### src/rtl/cdb_arbiter.sv
// Common-data-bus arbiter: one holding buffer per functional unit, round-robin grant, registered broadcast.
// Two-cycle minimum latency; src_ready drops only while a unit's buffer is full and not being drained (or on flush).
module cdb_arbiter #(
   parameter int NUM_SRC = 4,
   parameter int TAG_W   = 4,
   parameter int DATA_W  = 32,
   parameter int SRC_W   = 2
) (
   input  logic                        clk,
   input  logic                        nRST,
   input  logic                        flush,
   input  logic [NUM_SRC-1:0]          src_valid,
   input  logic [NUM_SRC*TAG_W-1:0]    src_tag,
   input  logic [NUM_SRC*DATA_W-1:0]   src_data,
   output logic [NUM_SRC-1:0]          src_ready,
   output logic                        cdb_valid,
   output logic [TAG_W-1:0]            cdb_tag,
   output logic [DATA_W-1:0]           cdb_data,
   output logic [SRC_W-1:0]            cdb_src,
   output logic                        cdb_conflict
);

   logic [NUM_SRC-1:0] buf_v;
   logic [TAG_W-1:0]   buf_tag  [NUM_SRC];
   logic [DATA_W-1:0]  buf_data [NUM_SRC];
   logic [SRC_W-1:0]   ptr;

   logic [NUM_SRC-1:0] grant;
   logic [SRC_W-1:0]   win;
   logic               any_grant;
   logic [SRC_W:0]     pend_cnt;
   logic               conflict;

   // Grant depends only on buffer state, so a unit's handshake never races its own arbitration.
   always_comb begin
      int idx;
      idx       = 0;
      grant     = '0;
      win       = '0;
      any_grant = 1'b0;
      for (int k = 0; k < NUM_SRC; k++) begin
         idx = int'(ptr) + k;
         if (idx >= NUM_SRC) idx = idx - NUM_SRC;
         if (!any_grant && buf_v[idx]) begin
            any_grant  = 1'b1;
            grant[idx] = 1'b1;
            win        = SRC_W'(idx);
         end
      end
   end

   always_comb begin
      pend_cnt = '0;
      for (int i = 0; i < NUM_SRC; i++) begin
         pend_cnt = pend_cnt + (SRC_W+1)'(buf_v[i]);
      end
      conflict = (pend_cnt >= (SRC_W+1)'(2));
   end

   assign src_ready = {NUM_SRC{!flush}} & (~buf_v | grant);

   always_ff @(posedge clk or negedge nRST) begin
      if (!nRST) begin
         buf_v        <= '0;
         ptr          <= '0;
         cdb_valid    <= 1'b0;
         cdb_tag      <= '0;
         cdb_data     <= '0;
         cdb_src      <= '0;
         cdb_conflict <= 1'b0;
         for (int i = 0; i < NUM_SRC; i++) begin
            buf_tag[i]  <= '0;
            buf_data[i] <= '0;
         end
      end else if (flush) begin
         buf_v        <= '0;
         ptr          <= '0;
         cdb_valid    <= 1'b0;
         cdb_conflict <= 1'b0;
      end else begin
         for (int i = 0; i < NUM_SRC; i++) begin
            if (src_valid[i] && src_ready[i]) begin
               buf_v[i]    <= 1'b1;
               buf_tag[i]  <= src_tag[i*TAG_W +: TAG_W];
               buf_data[i] <= src_data[i*DATA_W +: DATA_W];
            end else if (grant[i]) begin
               buf_v[i] <= 1'b0;
            end
         end
         cdb_valid    <= any_grant;
         cdb_conflict <= conflict;
         if (any_grant) begin
            cdb_tag  <= buf_tag[win];
            cdb_data <= buf_data[win];
            cdb_src  <= win;
            ptr      <= (win == SRC_W'(NUM_SRC-1)) ? '0 : win + 1'b1;
         end
      end
   end

endmodule

### config.mk
export PLATFORM = sky130hd
export DESIGN_NAME = cdb_arbiter
export DESIGN_NICKNAME = d
export VERILOG_FILES = /design/src/rtl/cdb_arbiter.sv
export SDC_FILE = /design/constraint.sdc
export NUM_CORES = 1
export LEC_CHECK = 0
export ABC_AREA = 0
export CAP_MARGIN = 20
export CORE_MARGIN = 3
export CORE_UTILIZATION = 55
export CTS_CLUSTER_DIAMETER = 50
export DETAILED_ROUTE_END_ITERATION = 10
export GPL_ROUTABILITY_DRIVEN = 0
export PLACE_DENSITY = 0.88
export REMOVE_ABC_BUFFERS = 1
export SETUP_SLACK_MARGIN = 0.4
export SLEW_MARGIN = 20
export SYNTH_ARGS = -nofsm -noshare
export SYNTH_HDL_FRONTEND = slang
export SYNTH_SLANG_ARGS = --single-unit
export TNS_END_PERCENT = 10
### constraint.sdc
create_clock -name clk -period 5.19 [get_ports clk]
set_clock_uncertainty 0.2 [all_clocks]
set_input_delay 1.038 -clock clk [delete_from_list [all_inputs] [get_ports clk]]
set_output_delay 1.038 -clock clk [all_outputs]
set_load 0.01 [all_outputs]
# Yosys cells after proc, flatten, opt, wreduce, memory -nomap -nowiden
# Index checks and enable logic that the tools add are counted.
[op_classes] addsub=11 magnitude_cmp=14 eq_ne=1 muxes=56 n_bitwise=8 reduce_logical=25
[ops] cell="$mux W32" n=6
[ops] cell="$ge A32 B1 Y1 const B" n=4
[ops] cell="$lt A32 B4 Y1 const B" n=4
[ops] cell="$bmux W32 S2" n=1
[ops] cell="$mux W4" n=7
[ops] cell="$mux W1" n=26
[ops] cell="$or A4 B4 Y4" n=4
[ops] cell="$mux W2" n=7
[ops] cell="$ge A3 B3 Y1 const B" n=4
[ops] cell="$reduce_bool A3 Y1" n=4
[ops] cell="$sub A3 B3 Y4 const B" n=3
[ops] cell="$logic_and A1 B1 Y1" n=11
[ops] cell="$reduce_and A2 Y1" n=5
[ops] cell="$bmux W1 S2" n=4
[ops] cell="$bmux W4 S2" n=1
[ops] cell="$demux W1 S2" n=4
[ops] cell="$add A2 B2 Y3 const B" n=2
[ops] cell="$and A4 B4 Y4" n=1
[ops] cell="$logic_not A1 Y1" n=4
[ops] cell="$not A4 Y4" n=1
[ops] cell="$sub A2 B3 Y4 const B" n=1
[ops] cell="$add A2 B1 Y3" n=1
[ops] cell="$add A2 B1 Y3 const B" n=1
[ops] cell="$add A3 B1 Y3" n=1
[ops] cell="other kinds (8)" n=8
[totals] register_bits=190 inputBits=151 output_inout_bits=44 elab_cells=133

# Logic depth before layout (Yosys ltp)
[depth] word_depth=20 ltp_mapped=11 ltp_nobuf=9

# Worst setup path before layout
# No wires, ideal clock.
[synth_path] path_kind="reg-to-output" start="register ptr[1]" end="output src_ready[0]" arrival_ps=2304 required_ps=3952 setup_slack_ps=1648 stages_incl_launch_ff=8 path_buffers=1 cell_sequence="dfrtp_1 clkbuf_1 inv_1 ha_1 mux4_2 nor3b_1 nand2_1 a41oi_2"
[synth_between] elab_chain_len=17 word_cells_on_any_way=65 classes_between="add/sub (7); order compare (12); mux (31); bitwise (5); reduce/logical (10)"
[synth_rtl] element="start, declared" line="26" text="logic [SRC_W-1:0] ptr;"
[synth_rtl] element="start signal, assigned" line="96" text="ptr <= (win == SRC_W'(NUM_SRC-1)) ? '0 : win + 1'b1;"
[synth_rtl] element="parallel branches: the longest is 14 deep, another holds $ge A32 B1 Y1"
[synth_rtl] element="$mux W4 *" line="44" text="if (!any_grant && buf_v[idx]) begin"
[synth_rtl] element="$or A4 B4 Y4 *" line="60" text="assign src_ready = {NUM_SRC{!flush}} & (~buf_v | grant);"
[synth_rtl] element="$and A4 B4 Y4 *" line="60"
[synth_rtl] element="end, declared" line="15" text="output logic [NUM_SRC-1:0] src_ready,"
# Mark *: on every way between the ends. The select of a mux whose other input is x is not followed.

# Final worst setup path
[layout_path] start="register ptr[1]" end="output src_ready[1]"
# The elaborated chain is that of the path after synthesis.

==> reports/results.ini <==
[status]
outcome=finished clean

[logic_synthesis]
syn_area_um2=8920
synth_top_family_by_area=multiplexers
synth_compound_area_share_pct=5.52
ys.warnings.count=0
synth_cell_types=30
syn_avg_cell_area_um2=15.0
synthAdderAreaFrac_pct=1.35
syn_inst=594
synth_mux_area_share_pct=32.8
synth_xor_xnor_area_share_pct=0.196
synth_simple_gate_area_share_pct=3.75
ys_seq_elements=190
yosysSeqAreaShare_pct=53.3

[floorplan]
start_util_pct=57.4
ioPinCount=195
rows=45
die_h_um=133
core_um2=15500
die_x_um=133
die-area_um2=17800

[clock_tree]
htreeDepth=4
ctsHoldBuffers=0
cts_buffers=17
cts_max_path_buffers=2
cts_tree=yes
insertion_delay_ns=0.43
cts_root_buf=clkbuf_16
clock-sinks=190
clk_pin_slew_ns=0.07

[critical_path]
end_kind=primary output
r2r-start=ptr[1]
critical_path.slowest_cell=clkdlybuf4s50_1
cp-start-kind=flop
cp_slowest_stage_delay_ns=0.60
worstPathMaxFanout=10
crit_buf_inv=2
crit_end=src_ready[1]
startpoint=ptr[1]
required_ns=3.95
cp.depth=7
r2r_slack_ns=1.44
critPathTopFamily=buffers and inverters
cp_cell_sequence=inv_1 -> ha_1 -> mux4_2 -> nor4b_4 -> nand2_1 -> a41oi_2 -> clkdlybuf4s50_1
rr_worst_depth=11
critical_path_class=reg2out
reg2reg_to=cdb_data[22]
crit_arrival_ns=3.44

[routing]
drc_errors=0
antenna_left=0
drt-total-wl_um=22000
firstDrtPassIters=5
wl_per_cell_um=21.8
drt_iter0_drc=303
num_vias=5779
avgViaCountPerCell=5.74

[grt]
antenna_found_initial=0
grt_pass1_wl_um=34700
grtUsageTotal_pct=24.9
overflow=0
grt_max_degree=99
grt_pass1_vias=6339

[layout]
drive_above_1_share_pct=26.2
design.final.nets=942
final_cell_mix=193 x clkdlybuf4s50_1, 188 x dfrtp_1, 120 x mux2_4
n_antenna_cell=0
regArea_um2=4760
layout_commonest_cell=clkdlybuf4s50_1
fill_cells=991
multiInputGateArea_um2=3900
area_growth_pct=29.3

[power]
p_leak_nw=5.26
max-vdd-ir-drop_mv=0.422
power.density_nw_per_um2=553

[flow_run]
cap_violations=0

[sta]
worstMarginPinSlew_ns=0.862
fin_crit_sh_pct=90.1
fmax_mhz=214
report.final.hold_viol_count=0
period_needed_ns=4.67
final-setup-viol-count=0
slew_headroom_pct=42.6
drv_slew=0
rsz0062_at_grt=no
hold_ws_ns=0.301
finalSetupTns_ns=0

[worst_hold_path]
min_from=cdb_data[9]
hold_class=reg2reg

[place]
place_hpwl_um=14400
port_buffers=194

[Yosys cell counts]
master	count	area (µm²)
dfrtp_1	190	4750
mux2_4	120	1800
mux2i_1	74	741
nand2_1	53	199
o221ai_1	36	315
mux2_2	26	293
buf_2	17	85.1
buf_6	13	146
nor2_1	9	33.8
ha_1	8	100
inv_1	5	18.8
a21oi_1	4	20.0
a22oi_1	4	30.0
a41oi_1	4	35.0
a41oi_2	4	65.1
mux4_2	4	90.1
nand2_4	4	45.0
buf_1	3	11.3
clkbuf_1	3	11.3
o22ai_1	3	18.8
a211oi_1	1	7.51
fa_1	1	20.0
nor2b_1	1	6.26
nor3b_1	1	7.51
nor4b_4	1	23.8
or2_1	1	6.26
or2_2	1	6.26
or3_1	1	6.26
xnor2_1	1	8.76
xor2_1	1	8.76
[worst min path at each step]
stage                    endpoint  slack, ns  cells past startpoint
floorplan           buf_data[103]       0.28                      1
global placement       cdb_src[0]       0.26                      2
detailed placement    cdb_data[7]       0.28                      2
CTS                   cdb_data[9]       0.30                      2
global route         buf_data[95]       0.32                      1
finish                cdb_data[9]       0.30                      2
[cell type report]
| cell class | count | share of cell area (%) |
|---|---|---|
| timing repair buffer | 205 | 17.6 |
| clock buffer | 17 | 3.69 |
| tap | 211 | 2.29 |
| sequential | 190 | 41.3 |
| inverter | 5 | 0.163 |
| multi-input combinational | 363 | 33.8 |
| clock inverter | 15 | 1.19 |
[cells by family (layout without fill, tap and decap cells)]
logic type	after synthesis	count (layout)
compound gates	56	56
fa+ha+maj	9	9
xor+xnor	2	2
simple gates	72	72
flops	190	190
buf+inv	41	242
mux	224	224
[power breakdown]
group / leakage [nW] / switching [mW] / internal, mW
clock: 0.277 / 0.585 / 0.670
combinational: 2.72 / 1.23 / 1.50
sequential: 2.26 / 0.350 / 2.04
total: 5.26 / 2.17 / 4.21
[registers in the layout (all words and copies together) (netlist names)]
| register | count |
|---|---|
| cdb_src | 2 |
| ptr | 2 |
| cdb_valid | 1 |
| buf_data | 128 |
| buf_tag | 16 |
| cdb_data | 32 |
| cdb_tag | 4 |
| buf_v | 4 |
| cdb_conflict | 1 |
[through the flow]
step           power, mW  setup slack [ns]  cell area [µm²]  cells  utilization (%)
2_1_floorplan       4.10             -2.53             8660    558                -
3_3_place_gp        4.95             0.927            10900    971             70.4
3_5_place_dp        5.10             0.701            10900    971             70.4
4_1_cts             6.38             0.434            11500   1003             74.0
5_1_grt             6.70             0.392            11500   1006             74.2
6_report            6.38             0.515            11500   1006             74.2
[what timing repair did]
action	4_1_cts	5_1_grt
resized for setup	1	1
endpoints found under the setup margin	4	4
buffers inserted	0	3
hold endpoints to repair	0	0
[worst min-delay path, stage by stage (launching register included)]
cell and delay (ns):
dfrtp_1 0.35, nand2_1 0.05, o221ai_1 0.06
[layer usage]
layer / track usage, % / up-vias / part of all wire [%] / wire length, µm
met2: 42.5 / 231 / 51 / 11100
met3: 7.55 / 28 / 7.5 / 1650
met4: 6.80 / 0 / 1.7 / 379
met1: 31.1 / 2967 / 40 / 8820
li1: - / 2553 / - / -
met5: 0 / - / 0 / 0
(Power assumes the default switching activity.)
